--- config.mk ---
export PLATFORM = sky130hd
export DESIGN_NAME = i2c_slave_controller_flat
export DESIGN_NICKNAME = d
export VERILOG_FILES = /design/src/rtl/i2c_slave_controller_pkg.sv /design/src/rtl/i2c_slave_controller_if.sv /design/src/rtl/i2c_bus_sync_detect.sv /design/src/rtl/i2c_slave_controller.sv /design/src/flat_wrapper.sv
export SDC_FILE = /design/constraint.sdc
export NUM_CORES = 1
export LEC_CHECK = 0
export ABC_AREA = 1
export BUFFER_PORTS_ARGS = -buffer_cell sky130_fd_sc_hd__buf_2
export CELL_PAD_IN_SITES_DETAIL_PLACEMENT = 0
export CELL_PAD_IN_SITES_GLOBAL_PLACEMENT = 1
export CORE_UTILIZATION = 25
export DETAILED_ROUTE_END_ITERATION = 10
export PLACE_DENSITY = 0.64
export SLEW_MARGIN = 20
export SYNTH_ARGS = -nofsm -noshare
export SYNTH_HDL_FRONTEND = slang
export SYNTH_HIERARCHICAL = 1
export SYNTH_SLANG_ARGS = --single-unit
--- constraint.sdc ---
create_clock -name pclk -period 3.45 [get_ports pclk]
set_input_delay 0.69 -clock pclk [delete_from_list [all_inputs] [get_ports pclk]]
set_output_delay 0.69 -clock pclk [all_outputs]
set_load 0.05 [all_outputs]
--- src/rtl/i2c_slave_controller_pkg.sv ---
// i2c_slave_ctrl_pkg: shared state encoding and byte/address constants for the I2C slave.
package i2c_slave_ctrl_pkg;
    localparam int BYTE_W = 8;
    localparam int ADDR_W = 7;
    localparam logic [BYTE_W-1:0] UNDERRUN_BYTE = 8'hFF;
    typedef enum logic [2:0] {
        IDLE, ADDR, ADDR_ACK, RX_BYTE, RX_ACK, TX_BYTE, TX_ACK, IGNORE
    } i2c_slave_state_e;
endpackage

--- src/rtl/i2c_slave_controller_if.sv ---
// i2c_slave_controller_if: pad and byte-stream signals of the I2C slave; slave = DUT side.
interface i2c_slave_controller_if;
    import i2c_slave_ctrl_pkg::*;
    logic              scl_i;
    logic              sda_i;
    logic              sda_oe_o;
    logic              scl_oe_o;
    logic [BYTE_W-1:0] rx_data_o;
    logic              rx_valid_o;
    logic              rx_full_i;
    logic [BYTE_W-1:0] tx_data_i;
    logic              tx_valid_i;
    logic              tx_req_o;
    logic              busy_o;
    logic              addressed_o;
    logic              rw_o;
    logic              stop_o;
    modport slave (
        input  scl_i, sda_i, rx_full_i, tx_data_i, tx_valid_i,
        output sda_oe_o, scl_oe_o, rx_data_o, rx_valid_o, tx_req_o, busy_o, addressed_o, rw_o, stop_o
    );
    modport master (
        output scl_i, sda_i, rx_full_i, tx_data_i, tx_valid_i,
        input  sda_oe_o, scl_oe_o, rx_data_o, rx_valid_o, tx_req_o, busy_o, addressed_o, rw_o, stop_o
    );
endinterface

--- src/rtl/i2c_bus_sync_detect.sv ---
// i2c_bus_sync_detect: synchronizes SCL/SDA and derives SCL edges plus START/STOP pulses.
module i2c_bus_sync_detect #(
    parameter int SYNC_STAGES = 2
) (
    input  logic pclk,
    input  logic areset,
    input  logic scl_i,
    input  logic sda_i,
    output logic sda_o,
    output logic scl_rise_o,
    output logic scl_fall_o,
    output logic start_o,
    output logic stop_o
);
    logic [SYNC_STAGES-1:0] scl_sync_q, sda_sync_q;
    logic                   scl_prev_q, sda_prev_q;
    logic                   scl_s;
    // Reset to 1 so an idle bus produces no edges when reset releases.
    always_ff @(posedge pclk or posedge areset) begin
        if (areset) begin
            scl_sync_q <= '1;
            sda_sync_q <= '1;
            scl_prev_q <= 1'b1;
            sda_prev_q <= 1'b1;
        end else begin
            scl_sync_q <= {scl_sync_q[SYNC_STAGES-2:0], scl_i};
            sda_sync_q <= {sda_sync_q[SYNC_STAGES-2:0], sda_i};
            scl_prev_q <= scl_sync_q[SYNC_STAGES-1];
            sda_prev_q <= sda_sync_q[SYNC_STAGES-1];
        end
    end
    assign scl_s      = scl_sync_q[SYNC_STAGES-1];
    assign sda_o      = sda_sync_q[SYNC_STAGES-1];
    assign scl_rise_o = scl_s & ~scl_prev_q;
    assign scl_fall_o = ~scl_s & scl_prev_q;
    assign start_o    = scl_s & scl_prev_q & sda_prev_q & ~sda_o;
    assign stop_o     = scl_s & scl_prev_q & ~sda_prev_q & sda_o;
endmodule

--- src/rtl/i2c_slave_controller.sv ---
// i2c_slave_controller: I2C slave protocol engine (address match, ACK/NACK, byte RX/TX).
// Define I2C_SLAVE_CLK_STRETCH_EN to stretch SCL on TX underrun / RX full instead of FF/NACK.
module i2c_slave_controller
    import i2c_slave_ctrl_pkg::*;
#(
    parameter logic [ADDR_W-1:0] SLAVE_ADDR  = 7'h68,
    parameter int                SYNC_STAGES = 2
) (
    input logic                   pclk,
    input logic                   areset,
    i2c_slave_controller_if.slave bus
);
`ifdef I2C_SLAVE_CLK_STRETCH_EN
    localparam bit STRETCH = 1'b1;
`else
    localparam bit STRETCH = 1'b0;
`endif
    i2c_slave_state_e  state_q, state_d;
    logic [BYTE_W-1:0] shift_q, shift_d, rx_data_q, rx_data_d, tx_byte;
    logic [3:0]        cnt_q, cnt_d;
    logic              sda_oe_q, sda_oe_d, scl_oe_q, scl_oe_d, ack_q, ack_d;
    logic              addressed_q, addressed_d, rw_q, rw_d, busy_q, busy_d;
    logic              rx_valid_q, rx_valid_d, tx_req_q, tx_req_d, stop_q, stop_d;
    logic              sda, scl_rise, scl_fall, start, stop;

    i2c_bus_sync_detect #(.SYNC_STAGES(SYNC_STAGES)) u_sync (
        .pclk(pclk), .areset(areset), .scl_i(bus.scl_i), .sda_i(bus.sda_i),
        .sda_o(sda), .scl_rise_o(scl_rise), .scl_fall_o(scl_fall), .start_o(start), .stop_o(stop)
    );

    assign tx_byte = bus.tx_valid_i ? bus.tx_data_i : UNDERRUN_BYTE;

    always_comb begin
        state_d     = state_q;
        shift_d     = shift_q;
        cnt_d       = cnt_q;
        sda_oe_d    = sda_oe_q;
        scl_oe_d    = scl_oe_q;
        ack_d       = ack_q;
        addressed_d = addressed_q;
        rw_d        = rw_q;
        busy_d      = busy_q;
        rx_data_d   = rx_data_q;
        rx_valid_d  = 1'b0;
        tx_req_d    = 1'b0;
        stop_d      = 1'b0;
        if (stop) begin
            state_d     = IDLE;
            cnt_d       = '0;
            sda_oe_d    = 1'b0;
            scl_oe_d    = 1'b0;
            busy_d      = 1'b0;
            addressed_d = 1'b0;
            stop_d      = 1'b1;
        end else if (start) begin
            state_d     = ADDR;
            cnt_d       = '0;
            sda_oe_d    = 1'b0;
            scl_oe_d    = 1'b0;
            busy_d      = 1'b1;
            addressed_d = 1'b0;
        end else begin
            case (state_q)
                ADDR: if (scl_rise) begin
                    shift_d = {shift_q[BYTE_W-2:0], sda};
                    cnt_d   = cnt_q + 4'd1;
                    if (cnt_q == 4'd7) begin
                        cnt_d       = '0;
                        addressed_d = shift_q[ADDR_W-1:0] == SLAVE_ADDR;
                        rw_d        = shift_q[ADDR_W-1:0] == SLAVE_ADDR ? sda : rw_q;
                        state_d     = shift_q[ADDR_W-1:0] == SLAVE_ADDR ? ADDR_ACK : IGNORE;
                    end
                end
                ADDR_ACK: if (scl_fall) sda_oe_d = 1'b1;
                    else if (scl_rise) begin
                        tx_req_d = rw_q;
                        state_d  = rw_q ? TX_BYTE : RX_BYTE;
                    end
                RX_BYTE: if (scl_fall) sda_oe_d = 1'b0;
                    else if (scl_rise) begin
                        shift_d = {shift_q[BYTE_W-2:0], sda};
                        cnt_d   = cnt_q + 4'd1;
                        if (cnt_q == 4'd7) begin
                            cnt_d      = '0;
                            rx_data_d  = {shift_q[BYTE_W-2:0], sda};
                            rx_valid_d = 1'b1;
                            ack_d      = STRETCH | ~bus.rx_full_i;
                            state_d    = RX_ACK;
                        end
                    end
                // While stretched: drive ACK first, release SCL one pclk later.
                RX_ACK: if (scl_oe_q) begin
                        if (sda_oe_q) scl_oe_d = 1'b0;
                        else if (!bus.rx_full_i) sda_oe_d = 1'b1;
                    end else if (scl_fall) begin
                        if (STRETCH && bus.rx_full_i) scl_oe_d = 1'b1;
                        else sda_oe_d = ack_q;
                    end else if (scl_rise) state_d = ack_q ? RX_BYTE : IGNORE;
                TX_BYTE: if (scl_oe_q) begin
                        if (cnt_q != 4'd0) scl_oe_d = 1'b0;
                        else if (bus.tx_valid_i) begin
                            sda_oe_d = ~tx_byte[BYTE_W-1];
                            shift_d  = {tx_byte[BYTE_W-2:0], 1'b0};
                            cnt_d    = 4'd1;
                        end
                    end else if (scl_fall) begin
                        if (cnt_q == 4'd0) begin
                            if (STRETCH && !bus.tx_valid_i) begin
                                scl_oe_d = 1'b1;
                                sda_oe_d = 1'b0;
                            end else begin
                                sda_oe_d = ~tx_byte[BYTE_W-1];
                                shift_d  = {tx_byte[BYTE_W-2:0], 1'b0};
                                cnt_d    = 4'd1;
                            end
                        end else if (cnt_q == 4'd8) begin
                            sda_oe_d = 1'b0;
                            cnt_d    = '0;
                            state_d  = TX_ACK;
                        end else begin
                            sda_oe_d = ~shift_q[BYTE_W-1];
                            shift_d  = {shift_q[BYTE_W-2:0], 1'b0};
                            cnt_d    = cnt_q + 4'd1;
                        end
                    end
                TX_ACK: if (scl_rise) begin
                    tx_req_d = ~sda;
                    state_d  = sda ? IGNORE : TX_BYTE;
                end
                default: ;
            endcase
        end
    end

    always_ff @(posedge pclk or posedge areset) begin
        if (areset) begin
            state_q     <= IDLE;
            shift_q     <= '0;
            cnt_q       <= '0;
            sda_oe_q    <= 1'b0;
            scl_oe_q    <= 1'b0;
            ack_q       <= 1'b0;
            addressed_q <= 1'b0;
            rw_q        <= 1'b0;
            busy_q      <= 1'b0;
            rx_data_q   <= '0;
            rx_valid_q  <= 1'b0;
            tx_req_q    <= 1'b0;
            stop_q      <= 1'b0;
        end else begin
            state_q     <= state_d;
            shift_q     <= shift_d;
            cnt_q       <= cnt_d;
            sda_oe_q    <= sda_oe_d;
            scl_oe_q    <= scl_oe_d;
            ack_q       <= ack_d;
            addressed_q <= addressed_d;
            rw_q        <= rw_d;
            busy_q      <= busy_d;
            rx_data_q   <= rx_data_d;
            rx_valid_q  <= rx_valid_d;
            tx_req_q    <= tx_req_d;
            stop_q      <= stop_d;
        end
    end

    assign bus.sda_oe_o    = sda_oe_q;
    assign bus.scl_oe_o    = STRETCH & scl_oe_q;
    assign bus.rx_data_o   = rx_data_q;
    assign bus.rx_valid_o  = rx_valid_q;
    assign bus.tx_req_o    = tx_req_q;
    assign bus.busy_o      = busy_q;
    assign bus.addressed_o = addressed_q;
    assign bus.rw_o        = rw_q;
    assign bus.stop_o      = stop_q;
endmodule

--- src/flat_wrapper.sv ---
// flat-port wrapper written by rule: the top's interface ports become plain ports
module i2c_slave_controller_flat import i2c_slave_ctrl_pkg::*;
#(
    parameter logic [ADDR_W-1:0] SLAVE_ADDR  = 7'h68,
    parameter int                SYNC_STAGES = 2
)
  (pclk, areset, bus_scl_i, bus_sda_i, bus_rx_full_i, bus_tx_data_i, bus_tx_valid_i, bus_sda_oe_o, bus_scl_oe_o, bus_rx_data_o, bus_rx_valid_o, bus_tx_req_o, bus_busy_o, bus_addressed_o, bus_rw_o, bus_stop_o);
  i2c_slave_controller_if bus_i ();
  input logic pclk;
  input logic areset;
  input wire logic [$bits(bus_i.scl_i)-1:0] bus_scl_i;
  input wire logic [$bits(bus_i.sda_i)-1:0] bus_sda_i;
  input wire logic [$bits(bus_i.rx_full_i)-1:0] bus_rx_full_i;
  input wire logic [$bits(bus_i.tx_data_i)-1:0] bus_tx_data_i;
  input wire logic [$bits(bus_i.tx_valid_i)-1:0] bus_tx_valid_i;
  output wire logic [$bits(bus_i.sda_oe_o)-1:0] bus_sda_oe_o;
  output wire logic [$bits(bus_i.scl_oe_o)-1:0] bus_scl_oe_o;
  output wire logic [$bits(bus_i.rx_data_o)-1:0] bus_rx_data_o;
  output wire logic [$bits(bus_i.rx_valid_o)-1:0] bus_rx_valid_o;
  output wire logic [$bits(bus_i.tx_req_o)-1:0] bus_tx_req_o;
  output wire logic [$bits(bus_i.busy_o)-1:0] bus_busy_o;
  output wire logic [$bits(bus_i.addressed_o)-1:0] bus_addressed_o;
  output wire logic [$bits(bus_i.rw_o)-1:0] bus_rw_o;
  output wire logic [$bits(bus_i.stop_o)-1:0] bus_stop_o;
  assign bus_i.scl_i = bus_scl_i;
  assign bus_i.sda_i = bus_sda_i;
  assign bus_i.rx_full_i = bus_rx_full_i;
  assign bus_i.tx_data_i = bus_tx_data_i;
  assign bus_i.tx_valid_i = bus_tx_valid_i;
  assign bus_sda_oe_o = bus_i.sda_oe_o;
  assign bus_scl_oe_o = bus_i.scl_oe_o;
  assign bus_rx_data_o = bus_i.rx_data_o;
  assign bus_rx_valid_o = bus_i.rx_valid_o;
  assign bus_tx_req_o = bus_i.tx_req_o;
  assign bus_busy_o = bus_i.busy_o;
  assign bus_addressed_o = bus_i.addressed_o;
  assign bus_rw_o = bus_i.rw_o;
  assign bus_stop_o = bus_i.stop_o;
  i2c_slave_controller #(.SLAVE_ADDR(SLAVE_ADDR), .SYNC_STAGES(SYNC_STAGES)) u_core (.pclk(pclk), .areset(areset), .bus(bus_i));
endmodule
# Word-level counts from Yosys, hierarchy flattened
# Index checks and enable logic that the tools add are counted.
[classes] add_sub_neg=1 n_eq_ne=35 n_bitwise=17 muxes=86 reduce_logical=18
[op_table] op="8-bit two-way mux" n=9
[op_table] op="3-bit two-way mux" n=20
[op_table] op="4-bit two-way mux" n=11
[op_table] op="4-bit by 1-bit inequality test with 1-bit output, second input constant" n=11
[op_table] op="1-bit two-way mux" n=39
[op_table] op="8-bit one-hot mux with 3 select lines" n=1
[op_table] op="4-bit inequality test, second input constant" n=5
[op_table] op="3-bit one-hot mux with 6 select lines" n=1
[op_table] op="16-bit AND reduction" n=1
[op_table] op="4-bit one-hot mux with 3 select lines" n=1
[op_table] op="6-bit AND reduction" n=2
[op_table] op="3-bit nonzero test" n=4
[op_table] op="5-bit by 1-bit inequality test with 1-bit output, second input constant" n=2
[op_table] op="5-bit inequality test, second input constant" n=2
[op_table] op="1-bit inverter" n=10
[op_table] op="3-bit equality test, second input constant" n=3
[op_table] op="4-bit by 2-bit inequality test with 1-bit output, second input constant" n=2
[op_table] op="8-bit AND reduction" n=1
[op_table] op="4-bit nonzero test" n=2
[op_table] op="8-bit nonzero test" n=1
[op_table] op="1-bit bitwise AND" n=7
[op_table] op="7-bit equality test, second input constant" n=1
[op_table] op="7-bit AND reduction" n=1
[op_table] op="3-bit by 2-bit equality test with 1-bit output, second input constant" n=2
[op_table] op="16 further kinds" n=18
[totals] in_bits=14 out_inout_bits=16 elab_cells=174 reg_bits=38

# Depth between registers and ports, before layout
[depth] word_depth=8 mapped_depth=13

# Hierarchy
# Netlist, hierarchy kept.
[by_module_without_submodules] mod="i2c_slave_controller" area_per_inst_um2=1963.1 n_inst=1 cells_each=279
[by_module_without_submodules] mod="i2c_bus_sync_detect" area_per_inst_um2=202.7 n_inst=1 cells_each=18

# Worst setup path before layout
# Ideal clock, no wire load.
[synth_path] path_type="reg2reg" start="register u_core.u_sync.scl_sync_q[1]" end="register u_core.rx_data_q[5] (netlist: u_core/bus.rx_data_o[5])" arrival_time_ns=1.539 stages_incl_launch_ff=9 path_slack_ns=1.784 synth_period_minus_slack_ns=1.666 cell_sequence="dfstp_2 inv_1 nor2_1 inv_1 nor2_1 nand4_2 buf_2 nand2_1 o21ai_0"
[synth_rtl] element="start, declared" line="i2c_bus_sync_detect.sv:15" text="logic [SYNC_STAGES-1:0] scl_sync_q, sda_sync_q;"
[synth_rtl] element="start signal, assigned" line="i2c_bus_sync_detect.sv:26" text="scl_sync_q <= {scl_sync_q[SYNC_STAGES-2:0], scl_i};"
[synth_rtl] element="1-bit bitwise AND" line="i2c_bus_sync_detect.sv:34" text="assign scl_rise_o = scl_s & ~scl_prev_q;"
[synth_rtl] element="via u_core.scl_rise" line="i2c_slave_controller.sv:24" text="logic sda, scl_rise, scl_fall, start, stop;"
[synth_rtl] element="6-bit AND reduction (no source line)"
[synth_rtl] element="end signal, assigned" line="i2c_slave_controller.sv:160" text="rx_data_q <= rx_data_d;"
[synth_rtl] element="end, declared" line="i2c_slave_controller.sv:19" text="logic [BYTE_W-1:0] shift_q, shift_d, rx_data_q, rx_data_d, tx_byte;"
# The timed path passes the listed nets, and every way through them passes these cells.
# A chain may end at the register's enable or synchronous reset.

# Worst setup path after layout
[layout_path] start="register u_core.u_sync.sda_sync_q[1]" end="register u_core.state_q[2]"
[layout_via] elab_chain_len=4
[layout_rtl] element="start, declared" line="i2c_bus_sync_detect.sv:15"
[layout_rtl] element="start signal, assigned" line="i2c_bus_sync_detect.sv:27" text="sda_sync_q <= {sda_sync_q[SYNC_STAGES-2:0], sda_i};"
[layout_rtl] element="1-bit inverter (*)" line="i2c_bus_sync_detect.sv:36" text="assign start_o = scl_s & scl_prev_q & sda_prev_q & ~sda_o;"
[layout_rtl] element="1-bit bitwise AND (*)" line="i2c_bus_sync_detect.sv:36"
[layout_rtl] element="via u_core.start" line="i2c_slave_controller.sv:24"
[layout_rtl] element="4-bit by 1-bit inequality test with 1-bit output (no source line), or another cell as far along"
[layout_rtl] element="16-bit AND reduction (no source line) or 3-bit two-way mux (tied branches)"
[layout_rtl] element="end signal, assigned" line="i2c_slave_controller.sv:151" text="state_q <= state_d;"
[layout_rtl] element="end, declared" line="i2c_slave_controller.sv:18" text="i2c_slave_state_e state_q, state_d;"
# Mark *: on every way through the listed nets, which the timed path passes. The rest lies on a longest branch.

==> results.md <==
* Global-route wire length before repair at 9501 um
* HP Class: reg2reg
* Post-Syn Area at 0.002166 sq mm
* Total Wirelength at 5684 um
* Final setup violation count at 0
* Slowest cell delay on critical path at 0.59 ns
* Crit path buf inv count at 3
* Sequential standard cell area at around 960 sq um
* Leak at roughly 1.3 nW
* DP HPWL at 4382 um
* Vias at a little under 2000
* Root buf cell: clkbuf_8
* Syn Area/Cell at approximately 7.3 sq um
* Total track usage at 0.1376
* Most common cell after layout, fill and taps aside: nand2_1
* Share of cells above drive strength 1 at 0.1854
* Largest vdd supply drop at about 0.18 mV
* Area occupied by multi-input gates at 0.001021 sq mm
* Final hold vios at 0
* CTS sink count at 38
* Skew-Pair Late Insertion Delay at between 0.2 and 0.3 ns
* Fillers at 914
* Startpoint types: flip-flop
* Area delta synth->final at 16.46%
* CP endpoint kind: flip-flop
* Die H at ~95 um
* Clk_skew at about 0.010 ns
* Via density per instance at roughly 4.5
* Req. time, crit path at around 3.6 ns
* Core Box Area at around 0.0083 sq mm
* Post-CTS Resized at 0
* Worst path slowest cell: dfstp_2
* PortBufs at 28
* Synthesized instance count at roughly 300
* Final nets at about 340
* Crit path top cell by count: nand2_1
* Post-CTS Setup Inserts at 0
* Vias in the first global route at between 1500 and 2000
* Setup_tns at 0 ns
* CP Cell Sequence: inv_1 -> nand2_1 -> nor2_1 -> nor2_2 -> inv_2 -> nor2_2 -> nand2_1 -> nand2_1 -> nor2_1 -> nand3_2 -> inv_1 -> nand2_1 -> nand2_1
* RSZ-0062 raised after global routing: no
* Top post-synthesis cells by area: dfrtp_1 37%, nand2_1 14%, dfstp_2 7.3%
* Mapped Nets at 313
* DRT iter0 DRCs at 108
* CTS tree: yes
* Reg clk slew, reported paths at about 0.080 ns
* CTS buffer count at 5
* Delay-heaviest family, CP: simple AND/OR/NAND/NOR gates
* RD Place Congestion at 0.8057
* Tightest Pin Transition at around 0.64 ns
* Finished Core Util at 0.3039
* Crit path depth at 13
* WL per Instance at 13.10 um
* Largest net degree at the start of global routing at 19
* Synthesis Warnings at 6
* Total power at roughly 1.9 mW
* PwrDens at approximately 740 mW/mm^2
* Final min period at around 2.3 ns
* Die area at approximately 0.0090 sq mm
* Worst hold slack at roughly 0.36 ns
* DRC at 0
* Depth of the CTS H-tree at 2
* Fmax at between 0.4 and 0.5 GHz
* Final period utilization at 0.6627
* Top Ports at 30
* WS Path Type: reg2reg
* Die X at ~95 um
* CTS max path bufs at 2
* Share of the synthesized area in the top cell type at 0.3697
* CP Max Fanout at 15
* Ant. Diodes at 0
* Fraction of the yosys area taken by sequential cells at 0.4425
* Most frequent cells in the layout: 78 x nand2_1, 36 x nor2_1, 33 x inv_1
* Register bit total from synthesis at 38
* Leading area contributor after synthesis: dfrtp_1
* Final ANT Viol Nets at 0
* Worst rel slew slack at 0.5703
* # rows at 33
* Max Cap Viol at 0
* CP arrival at 2.47 ns
* Hold Buf Count CTS at 0
* Pre-antenna DRT Iters at 4
* Worst hold stages at 0
* Yosys cell types at 32
* Outcome: completed
* Path depth of the worst reg2reg path at 13
* Final Max Slew Viols at 0
* Initial core utilization at 0.2610
* Gr ovfl total at 0
* Initial antenna violation count at 0
==> cell usage after synthesis, drive strengths merged <==
cell type  number
a21oi           9
a22oi           1
a31oi           1
buf             5
clkbuf          1
conb            1
dfrtp          32
dfstp           6
ha              2
inv            38
nand2          81
nand3          29
nand3b          2
nand4           4
nor2           40
nor3            3
o211ai          2
o21a            1
o21ai          36
o22ai           1
or2             1
xor2            1
==> logic make-up after synthesis <==
| family | Yosys count | synth area share |
|---|---|---|
| adder cells (fa/ha/maj) | 2 | 0.01155 |
| AND/OR/NAND/NOR | 160 | 0.3252 |
| other | 1 | 0.001731 |
| AO/OA/AOI/OAI | 51 | 0.1288 |
| flip-flops | 38 | 0.4425 |
| XOR/XNOR | 1 | 0.004045 |
| buffers and inverters | 44 | 0.08608 |
==> sequential cells by signal, summed over array words and instances, names as in the netlist <==
signal / cells
u_core/ack_q: 1
u_core/bus.addressed_o: 1
u_core/bus.busy_o: 1
u_core/bus.rw_o: 1
u_core/bus.rx_data_o: 8
u_core/bus.rx_valid_o: 1
u_core/bus.sda_oe_o: 1
u_core/bus.stop_o: 1
u_core/bus.tx_req_o: 1
u_core/cnt_q: 4
u_core/scl_oe_q: 1
u_core/shift_q: 8
u_core/state_q: 3
u_core/u_sync/scl_prev_q: 1
u_core/u_sync/scl_sync_q: 2
u_core/u_sync/sda_prev_q: 1
u_core/u_sync/sda_sync_q: 2
==> stage by stage <==
stage,instances,setup slack [ns],area (sq um)
2_1_floorplan,297,1.784,2166
4_1_cts,434,1.163,2522
6_report,434,1.164,2522
5_1_grt,434,0.9589,2522
3_5_place_dp,426,1.177,2409
3_3_place_gp,426,1.230,2409
==> power by group <==
part | leakage (nW) | switching (mW) | internal (mW)
clock network | 0.0504 | 0.174 | 0.215
registers | 0.485 | 0.0998 | 0.540
logic | 0.764 | 0.581 | 0.263
==> cell type report <==
type	count	share of cell area
Timing Repair Buffer	30	0.06151
Inverter	38	0.05655
Clock buffer	5	0.02728
Sequential cell	38	0.3800
Tap cell	105	0.05208
Clock inverter	3	0.01786
Multi-Input combinational cell	215	0.4048
==> worst paths after layout <==
check | start | to | slack [ns]
max reg2reg | u_core/u_sync/sda_sync_q[1] | u_core/state_q[2] | 1.16
max in group asynchronous | areset | u_core/shift_q[3] | 2.82
min | u_core/u_sync/scl_sync_q[0] | u_core/u_sync/scl_sync_q[1] | 0.36
min reg2reg | u_core/u_sync/scl_sync_q[0] | u_core/u_sync/scl_sync_q[1] | 0.36
min in group asynchronous | areset | u_core/bus.rx_valid_o | 0.41
max | u_core/u_sync/sda_sync_q[1] | u_core/state_q[2] | 1.16
==> metal layers <==
metal / up-vias / wire length [um] / GRT usage
met2: 46 / 2610 / 0.2179
met5: - / 0 / 0
met4: 0 / 16 / 0.02652
met1: 908 / 2774 / 0.1954
li1: 1016 / - / -
met3: 2 / 282 / 0.02552
Power figures use the tool's default switching activity.
